==> src/rtl/mem_port_arbiter.sv <==
// Arbitrates the single-port unified memory between instruction fetch and data access.
// Optional macro ARB_ROUND_ROBIN_EN: ties alternate between ports instead of data always winning.
module mem_port_arbiter #(
    parameter int ADDR_W  = 16,
    parameter int DATA_W  = 16,
    parameter int MEM_LAT = 2
) (
    input  logic              clock,
    input  logic              reset_n,
    input  logic              f_req,
    input  logic [ADDR_W-1:0] f_addr,
    output logic              f_gnt,
    output logic              f_done,
    output logic [DATA_W-1:0] f_rdata,
    input  logic              d_req,
    input  logic              d_we,
    input  logic [ADDR_W-1:0] d_addr,
    input  logic [DATA_W-1:0] d_wdata,
    output logic              d_gnt,
    output logic              d_done,
    output logic [DATA_W-1:0] d_rdata,
    output logic              mem_en,
    output logic              mem_we,
    output logic [ADDR_W-1:0] mem_addr,
    output logic [DATA_W-1:0] mem_wdata,
    input  logic [DATA_W-1:0] mem_rdata,
    output logic              busy
);

    localparam int CNT_W = $clog2(MEM_LAT + 1);

    typedef enum logic [1:0] {
        ST_IDLE  = 2'd0,
        ST_ISSUE = 2'd1,
        ST_WAIT  = 2'd2,
        ST_DONE  = 2'd3
    } state_t;

    state_t            state_q, state_d;
    logic [CNT_W-1:0]  cnt_q, cnt_d;
    logic              owner_q, owner_d;
    logic              wr_q, wr_d;
    logic              mem_en_q, mem_en_d;
    logic              mem_we_q, mem_we_d;
    logic [ADDR_W-1:0] mem_addr_q, mem_addr_d;
    logic [DATA_W-1:0] mem_wdata_q, mem_wdata_d;
    logic              f_gnt_q, f_gnt_d;
    logic              d_gnt_q, d_gnt_d;
    logic              f_done_q, f_done_d;
    logic              d_done_q, d_done_d;
    logic [DATA_W-1:0] f_rdata_q, f_rdata_d;
    logic [DATA_W-1:0] d_rdata_q, d_rdata_d;
    logic              busy_q, busy_d;
    logic              grant_data_s;

`ifdef ARB_ROUND_ROBIN_EN
    logic last_data_q, last_data_d;

    // Tie goes to the port that was not served most recently
    always_comb begin
        if (f_req && d_req) begin
            grant_data_s = ~last_data_q;
        end else begin
            grant_data_s = d_req;
        end
    end

    // Last-served pointer advances when an access is issued
    always_comb begin
        if (state_q == ST_ISSUE) begin
            last_data_d = owner_q;
        end else begin
            last_data_d = last_data_q;
        end
    end

    // Pointer register; reset value makes fetch win the first tie
    always_ff @(posedge clock or negedge reset_n) begin
        if (!reset_n) begin
            last_data_q <= 1'b1;
        end else begin
            last_data_q <= last_data_d;
        end
    end
`else
    // Fixed priority: a pending data access belongs to the older instruction
    always_comb begin
        grant_data_s = d_req;
    end
`endif

    // Next-state and registered-output logic of the access sequencer
    always_comb begin
        state_d     = state_q;
        cnt_d       = cnt_q;
        owner_d     = owner_q;
        wr_d        = wr_q;
        mem_en_d    = 1'b0;
        mem_we_d    = 1'b0;
        mem_addr_d  = mem_addr_q;
        mem_wdata_d = mem_wdata_q;
        f_gnt_d     = 1'b0;
        d_gnt_d     = 1'b0;
        f_done_d    = 1'b0;
        d_done_d    = 1'b0;
        f_rdata_d   = f_rdata_q;
        d_rdata_d   = d_rdata_q;
        case (state_q)
            ST_IDLE: begin
                if (f_req || d_req) begin
                    state_d  = ST_ISSUE;
                    owner_d  = grant_data_s;
                    mem_en_d = 1'b1;
                    if (grant_data_s) begin
                        wr_d        = d_we;
                        mem_we_d    = d_we;
                        mem_addr_d  = d_addr;
                        mem_wdata_d = d_wdata;
                        d_gnt_d     = 1'b1;
                    end else begin
                        wr_d       = 1'b0;
                        mem_addr_d = f_addr;
                        f_gnt_d    = 1'b1;
                    end
                end else begin
                    state_d = ST_IDLE;
                end
            end
            ST_ISSUE: begin
                cnt_d   = CNT_W'(MEM_LAT);
                state_d = ST_WAIT;
            end
            ST_WAIT: begin
                cnt_d = cnt_q - CNT_W'(1);
                // Counter at one means mem_rdata is valid this cycle
                if (cnt_q == CNT_W'(1)) begin
                    state_d = ST_DONE;
                    if (!wr_q && owner_q) begin
                        d_rdata_d = mem_rdata;
                    end else if (!wr_q) begin
                        f_rdata_d = mem_rdata;
                    end else begin
                        d_rdata_d = d_rdata_q;
                    end
                    if (owner_q) begin
                        d_done_d = 1'b1;
                    end else begin
                        f_done_d = 1'b1;
                    end
                end else begin
                    state_d = ST_WAIT;
                end
            end
            ST_DONE: begin
                state_d = ST_IDLE;
            end
            default: begin
                state_d = ST_IDLE;
            end
        endcase
        busy_d = (state_d != ST_IDLE);
    end

    // State and output registers; reset aborts any access in flight
    always_ff @(posedge clock or negedge reset_n) begin
        if (!reset_n) begin
            state_q     <= ST_IDLE;
            cnt_q       <= '0;
            owner_q     <= 1'b0;
            wr_q        <= 1'b0;
            mem_en_q    <= 1'b0;
            mem_we_q    <= 1'b0;
            mem_addr_q  <= '0;
            mem_wdata_q <= '0;
            f_gnt_q     <= 1'b0;
            d_gnt_q     <= 1'b0;
            f_done_q    <= 1'b0;
            d_done_q    <= 1'b0;
            f_rdata_q   <= '0;
            d_rdata_q   <= '0;
            busy_q      <= 1'b0;
        end else begin
            state_q     <= state_d;
            cnt_q       <= cnt_d;
            owner_q     <= owner_d;
            wr_q        <= wr_d;
            mem_en_q    <= mem_en_d;
            mem_we_q    <= mem_we_d;
            mem_addr_q  <= mem_addr_d;
            mem_wdata_q <= mem_wdata_d;
            f_gnt_q     <= f_gnt_d;
            d_gnt_q     <= d_gnt_d;
            f_done_q    <= f_done_d;
            d_done_q    <= d_done_d;
            f_rdata_q   <= f_rdata_d;
            d_rdata_q   <= d_rdata_d;
            busy_q      <= busy_d;
        end
    end

    assign f_gnt     = f_gnt_q;
    assign f_done    = f_done_q;
    assign f_rdata   = f_rdata_q;
    assign d_gnt     = d_gnt_q;
    assign d_done    = d_done_q;
    assign d_rdata   = d_rdata_q;
    assign mem_en    = mem_en_q;
    assign mem_we    = mem_we_q;
    assign mem_addr  = mem_addr_q;
    assign mem_wdata = mem_wdata_q;
    assign busy      = busy_q;

endmodule
==> config.mk <==
export PLATFORM = sky130hd
export DESIGN_NAME = mem_port_arbiter
export DESIGN_NICKNAME = d
export VERILOG_FILES = /design/src/rtl/mem_port_arbiter.sv
export SDC_FILE = /design/constraint.sdc
export NUM_CORES = 1
export LEC_CHECK = 0
export CORE_MARGIN = 2
export CORE_UTILIZATION = 32
export CTS_CLUSTER_SIZE = 24
export DETAILED_ROUTE_END_ITERATION = 10
export GPL_ROUTABILITY_DRIVEN = 0
export MAX_ROUTING_LAYER = met4
export PLACE_DENSITY = 0.74
export SLEW_MARGIN = 15
export SYNTH_ARGS = -nofsm -noshare
export SYNTH_HDL_FRONTEND = slang
export SYNTH_SLANG_ARGS = --single-unit
==> constraint.sdc <==
create_clock -name clock -period 2.15 [get_ports clock]
set_clock_uncertainty 0.1 [all_clocks]
set_input_delay 0.43 -clock clock [delete_from_list [all_inputs] [get_ports clock]]
set_output_delay 0.43 -clock clock [all_outputs]
set_load 0.005 [all_outputs]
# Yosys cells after proc, flatten, opt, wreduce, memory -nomap -nowiden
# Cells that the tools add are included.
word_totals:
  reg_bits: 77
  inputBits: 69
  output_inout_bits: 71
classes:
  n_reduce_logical: 10
  n_mux: 22
  eq_ne: 4
  n_bitwise: 2
  add_sub_neg: 1
op_table:
  columns: ["op", "n"]
  rows:
  - ["2-to-1 mux 1 bit", 19]
  - ["2-to-1 mux 16 bit", 1]
  - ["one-hot mux 2 bit (4 select lines)", 1]
  - ["AND reduction 3 bit", 2]
  - ["== test 2 x 1 -> 1 bit, second input constant", 2]
  - ["== test 2 bit, second input constant", 2]
  - ["one-hot mux 2 bit (2 select lines)", 1]
  - ["AND reduction 4 bit", 1]
  - ["nonzero test 2 bit", 2]
  - ["logical NOT 2 bit", 1]
  - ["inverter 1 bit", 2]
  - ["AND reduction 2 bit", 1]
  - ["subtractor 2 x 1 -> 2 bit, second input constant", 1]
  - ["logical AND 1 bit", 1]
  - ["logical NOT 1 bit", 1]
  - ["logical OR 1 bit", 1]

# Depth between registers and ports, before layout
# Gate-level depths: netlist of the first run.
depth:
  ltp_word: 4
  mapped_depth: 6

# Worst setup path after synthesis of the first run
# No wires, ideal clock.
synth_path:
  path_kind: "flip-flop to flip-flop"
  from: "register state_q[0]"
  to: "register f_rdata_q[0] (netlist: f_rdata[0])"
  arrival_time_ps: 1507
  synth_period_minus_slack_ps: 1732
  path_slack_ps: 418
  required_ps: 1925
  setup_ps: 125
  path_stages_with_launch: 7
  path_cell_list: "dfrtp_1 -> inv_1 -> ha_1 -> nand2_1 -> nor3_4 -> buf_6 -> mux2_2"
synth_between:
  elab_chain_len: 2
synth_rtl:
  columns: ["item", "line_no", "source"]
  rows:
  - ["start, declared", "39", "state_t state_q, state_d;"]
  - ["start signal, assigned", "183", "state_q <= state_d;"]
  - ["== test 2 bit", "108", "case (state_q)"]
  - ["AND reduction 4 bit (no source line)", null, null]
  - ["end signal, assigned", "195", "f_rdata_q <= f_rdata_d;"]
  - ["end, declared", "51", "logic [DATA_W-1:0] f_rdata_q, f_rdata_d;"]
# Every way passes these cells.
# A chain may end at the register's enable or synchronous reset.

# Final worst setup path of the first run
layout_path:
  from: "register state_q[0]"
  to: "register d_rdata_q[10] (netlist: d_rdata[10])"
layout_between:
  elab_chain_len: 2
layout_rtl:
  columns: ["item", "line_no", "source"]
  rows:
  - ["== test 2 bit", "108", null]
  - ["AND reduction 3 bit (no source line)", null, null]
  - ["end signal, assigned", "196", "d_rdata_q <= d_rdata_d;"]
  - ["end, declared", "52", "logic [DATA_W-1:0] d_rdata_q, d_rdata_d;"]
# Every way passes these cells.

==> impl_results.md, run 1 <==
- Critical Path End Type: flip-flop
- Cells along the critical path: inv_1 -> ha_1 -> nand4b_2 -> mux2_2
- Mapped cell area: between 0.003 and 0.004 mm²
- Leakage: between 2 and 2.5 nW
- Sink Count: 77
- 1st-pass router iterations: 4
- CTS root buffer: clkbuf_8
- PortBufs: 139
- H-tree Lvls: 3
- Fin crit share: 0.873
- Max Root-Sink Buffers: 2
- DRC Markers: 0
- Register area share after synthesis: 0.626
- Total negative slack: 0 ns
- CTS Buf Count: 9
- Peak supply drop: between 0.5 and 0.6 mV
- Placeable core area: between 0.009 and 0.01 mm²
- Nets: 444
- Post-route ant nets: 0
- Min-delay worst type: flip-flop to flip-flop
- Rel. slew slack: 0.604
- Final Hold Vio Count: 0
- Clk slew on worst S/H paths: about 0.08 ns
- Synth cell types: 26
- First-pass GRT wire length: 11.9 mm
- Top Family by Delay on Critical Path: simple AND/OR/NAND/NOR gates
- Pin count of the biggest net entering global routing: 44
- Syn Nets: 298
- PD cells: 1340 mW/mm²
- Slew Limit Fails: 0
- Total power: about 0.0065 W
- Core Rows: 35
- Top cells by area, synth: dfrtp_1 (63%), mux2_2 (18%), and3b_1 (3.1%)
- CP max stage delay: ~0.51 ns
- Top_reg_cell synth: dfrtp_1
- CP arrival: around 2 ns
- Antenna Cells: 0
- Buf/Inv on CP: 1
- Die area: about 0.010 mm²
- Syn_area_per_cell: around 14 µm²
- Cell count after synthesis: about 230
- Hold Worst Slack: between 0.4 and 0.5 ns
- Tmin final: approximately 1.9 ns
- Die Wd: roughly 100 µm
- Most common cell in the netlist: dfrtp_1
- Top cells by count, synth: dfrtp_1 (77), mux2_2 (48), nor2_1 (18), o22ai_1 (15)
- Fmax: between 500 and 600 MHz
- CTS Hold Bufs: 1
- Routed length per instance: between 10 and 15 µm
- Cts repair resizes: 0
- GRT Total Usage: 0.152
- Number of synthesized flops with an enable pin: 0
- Status: finished, final reports clean
- Antenna violations before repair: 0
- Synth area leader: dfrtp_1
- Worst-margin pin slew: around 0.59 ns
- HPWL after DPL: about 5.4 mm
- Yosys top cell area share: 0.626
- Area grow syn2layout: 57.1%
- Number of setup buffers added after CTS: 0
- Via density: approximately 4.7
- Initial core utilization: 0.332
- Maximum fanout along the worst path: 16
- MaxCap Viol Count: 0
- Async set-reset flop share out of synthesis: 1.00
- Layout cells sized above 1: 0.207
- Grt ovf: 0
- WS Path Type: flip-flop to flip-flop
- Critical-path top delay cell: nand4b_2
- CP startpoint kind: flip-flop
- Unrepaired setup endpoints after global routing: no
- Number of global-route vias before repair: ~2500
- Top-Level Pins: 140
- #FFs+latches synth: 77
- DR iter-0 viols: 60
- CP required: between 2 and 2.5 ns
- Total number of vias: between 2000 and 2500
- Insertion delay to the later sink of the worst-skew pair: 0.34 ns
- Final-report setup violation count: 0
- CTS tree: built
- Final WL: 7.39 mm
- Fin util: 0.521
- YS warnings: 0
- Die Span Y: 102 µm
-- final cells by class --
class / instances / area [µm²]
clock buffer: 11 / 151
clock inverter: 5 / 56.3
fill: 841 / 4440
inverter: 7 / 26.3
multi-input combinational: 131 / 1060
sequential: 77 / 1930
tap: 129 / 161
timing repair buffer: 146 / 1460
-- where the power goes --
part	switching [W]	internal (W)
sequential	0.000406	0.00216
clock	0.000530	0.000600
combinational	0.000947	0.00184
total	0.00188	0.00460
-- through the flow --
step | instance area [µm²] | cells | setup WS, ns
floorplan | 3080 | 226 | 0.418
global placement | 4620 | 489 | 0.127
detailed placement | 4620 | 489 | 0.0893
CTS | 4840 | 506 | 0.242
global route | 4840 | 506 | 0.0841
finish | 4840 | 506 | 0.274
-- flip-flops by register name (all words and copies together), names as in the netlist, 2 cells and up --
signal and count:
state_q 2, mem_wdata 16, mem_addr 16, f_rdata 16, d_rdata 16, cnt_q 2
-- worst paths after layout --
kind	from	to	slack [ns]	cells after the start
worst max-delay path	state_q[0]	d_rdata[10]	0.27	4
worst min-delay path	f_rdata[7]	f_rdata[7]	0.41	1
worst max register to register	state_q[0]	d_rdata[10]	0.27	4
worst min register to register	f_rdata[7]	f_rdata[7]	0.41	1
max in group asynchronous	reset_n	mem_addr[4]	0.91	3
min in group asynchronous	reset_n	mem_addr[3]	0.47	2
-- logic make-up after synthesis --
family / after synthesis / share of synthesized area
compound gates: 27 / 0.0569
buf+inv: 18 / 0.0296
mux: 48 / 0.175
fa+ha+maj: 3 / 0.0122
flops: 77 / 0.626
simple gates: 53 / 0.100
-- routing by layer --
metal / routed length (µm) / GRT usage / up-vias
li1: - / - / 1098
met1: 3050 / 0.177 / 1154
met2: 3770 / 0.253 / 94
met3: 458 / 0.0438 / 12
met4: 112 / 0.0544 / 0
met5: 0 / - / -
-- cell usage in the layout, fill, tap and decap left out, drive strengths merged --
cell             n
mux2            48
a21oi            1
and3b           11
clkinv           2
nor2b            1
o32ai            5
o21ai            5
clkdlybuf4s50  138
ha               3
nand3            1
dfrtp           77
o22ai           15
clkbuf          11
buf              7
inv              8
nand2            5
nor2            18
dlygate4sd3      1
bufinv           1
and3             2
clkinvlp         1
nand4b           1
a21o             1
or2              2
nor3            12
Power figures use the tool's default switching activity.
==> run 2: changes to the inputs <==
--- a/config.mk
+++ b/config.mk
@@ -5,8 +5,10 @@
 export SDC_FILE = /design/constraint.sdc
 export NUM_CORES = 1
 export LEC_CHECK = 0
+export CORE_ASPECT_RATIO = 1.5
 export CORE_MARGIN = 2
 export CORE_UTILIZATION = 32
+export CTS_BUF_LIST = sky130_fd_sc_hd__clkbuf_4 sky130_fd_sc_hd__clkbuf_8
 export CTS_CLUSTER_SIZE = 24
 export DETAILED_ROUTE_END_ITERATION = 10
 export GPL_ROUTABILITY_DRIVEN = 0
==> impl_results.md, run 2 (synthesis results as in run 1) <==
- Commonest non-fill, non-tap cell in the layout: clkdlybuf4s50_1
- Leakage: approximately 2.0 nW
- Antenna Cells: 0
- Total negative slack: 0 ns
- Number of setup buffers added after CTS: 0
- Setup ws final: roughly 0.26 ns
- Critical Path End Type: flip-flop
- PD cells: between 1000 and 1500 mW/mm²
- Final-report setup violation count: 0
- Peak supply drop: about 0.6 mV
- Final Hold Vio Count: 0
- Tmin final: approximately 1.9 ns
- Layout cells sized above 1: 0.207
- R2R Path End: d_rdata[11]
- Maximum fanout along the worst path: 16
- CP required: 2.27 ns
- Placeable core area: 0.00931 mm²
- PortBufs: roughly 140
- MaxCap Viol Count: 0
- Rel. slew slack: 0.608
- Final WL: 7.36 mm
- Cts repair resizes: 0
- Slew Limit Fails: 0
- CTS root buffer: clkbuf_8
- Initial core utilization: 0.331
- Die Wd: around 84 µm
- First-pass GRT wire length: between 10 and 15 mm
- Total number of vias: about 2300
- CTS tree: built
- Flop2flop setup slack: 0.26 ns
- DRC Markers: 0
- Pre-CTS setup slack: -0.00939 ns
- Total power: between 0.006 and 0.007 W
- CP startpoint kind: flip-flop
- H-tree Lvls: 3
- Sink Count: 77
- Grt ovf: 0
- Die Span Y: roughly 120 µm
- Via density: ~4.8
- Number of global-route vias before repair: 2490
- Worst setup path startpoint: state_q[0]
- Nets: around 440
- Pin count of the biggest net entering global routing: 41
- Hold Worst Slack: slightly above 0.4 ns
- CTS Buf Count: 9
- Clk slew on worst S/H paths: around 0.08 ns
- Fin crit share: 0.879
- Worst Reg-to-Reg Cells: 4
- Cells after DPL: 472
- Fmax: ~530 MHz
- WS Path Type: flip-flop to flip-flop
- Top-Level Pins: 140
- Routed length per instance: ~15 µm
- Antenna violations before repair: 0
- Min-delay worst type: flip-flop to flip-flop
- CTS Hold Bufs: 1
- 1st-pass router iterations: 4
- Die area: 0.0104 mm²
- HPWL after DPL: between 5 and 6 mm
- Insertion delay to the later sink of the worst-skew pair: between 0.3 and 0.4 ns
- Post-route ant nets: 0
- Non-filler cells, final: around 490
- Status: finished, final reports clean
- Core Rows: 43
- Unrepaired setup endpoints after global routing: no
- CP endpoint: d_rdata[11]
- Most frequent cells in the layout: clkdlybuf4s50_1 (138), dfrtp_1 (77), mux2_2 (48)
- DR iter-0 viols: slightly below 50
- Area grow syn2layout: 55.1%
- Crit Reg-Reg Startpoint: state_q[0]
- Max Root-Sink Buffers: 2
- CP arrival: approximately 2 ns
- Worst-margin pin slew: just under 0.6 ns
- GRT Total Usage: 0.149
[run 2: cell type report]
class                           count  area (µm²)
Fill cell                         854        4530
Timing Repair Buffer              146        1460
Sequential cell                    77        1930
Multi-Input combinational cell    131        1060
Tap cell                          112         140
Clock buffer                       11         139
Inverter                            7        26.3
Clock inverter                      5        27.5
[run 2: per-stage QoR]
step | utilization | instance area (µm²)
3_3_place_gp | 0.494 | 4600
2_1_floorplan | - | 3080
3_5_place_dp | 0.494 | 4600
4_1_cts | 0.513 | 4780
6_report | 0.513 | 4780
5_1_grt | 0.513 | 4780
[run 2: how the worst min path moves through the flow]
stage | endpoint | startpoint | slack [ns] | cells past startpoint
after floorplan | busy | reset_n | 0.03 | 0
after global placement | d_rdata[2] | reset_n | 0.34 | 1
after detailed placement | d_rdata[2] | reset_n | 0.34 | 1
after CTS | d_rdata[15] | d_rdata[15] | 0.41 | 1
after global routing | d_rdata[15] | d_rdata[15] | 0.42 | 1
final | d_rdata[2] | d_rdata[2] | 0.40 | 1
[run 2: critical path, cell delays in order, from the launching register on]
cell and delay (ns):
dfrtp_1 0.37, inv_1 0.08, ha_1 0.24, nand4b_2 0.50, mux2_2 0.47
[run 2: report_power, final]
part	internal, W	total, W	switching (W)
Clock	0.000437	0.000935	0.000498
Combinational	0.00185	0.00277	0.000926
Sequential	0.00216	0.00257	0.000413
[run 2: layer usage]
| layer | routed length, µm | track usage |
|---|---|---|
| met1 | 2910 | 0.168 |
| met2 | 3900 | 0.258 |
| met3 | 397 | 0.0239 |
| met4 | 149 | 0.0706 |
| met5 | 0 | - |
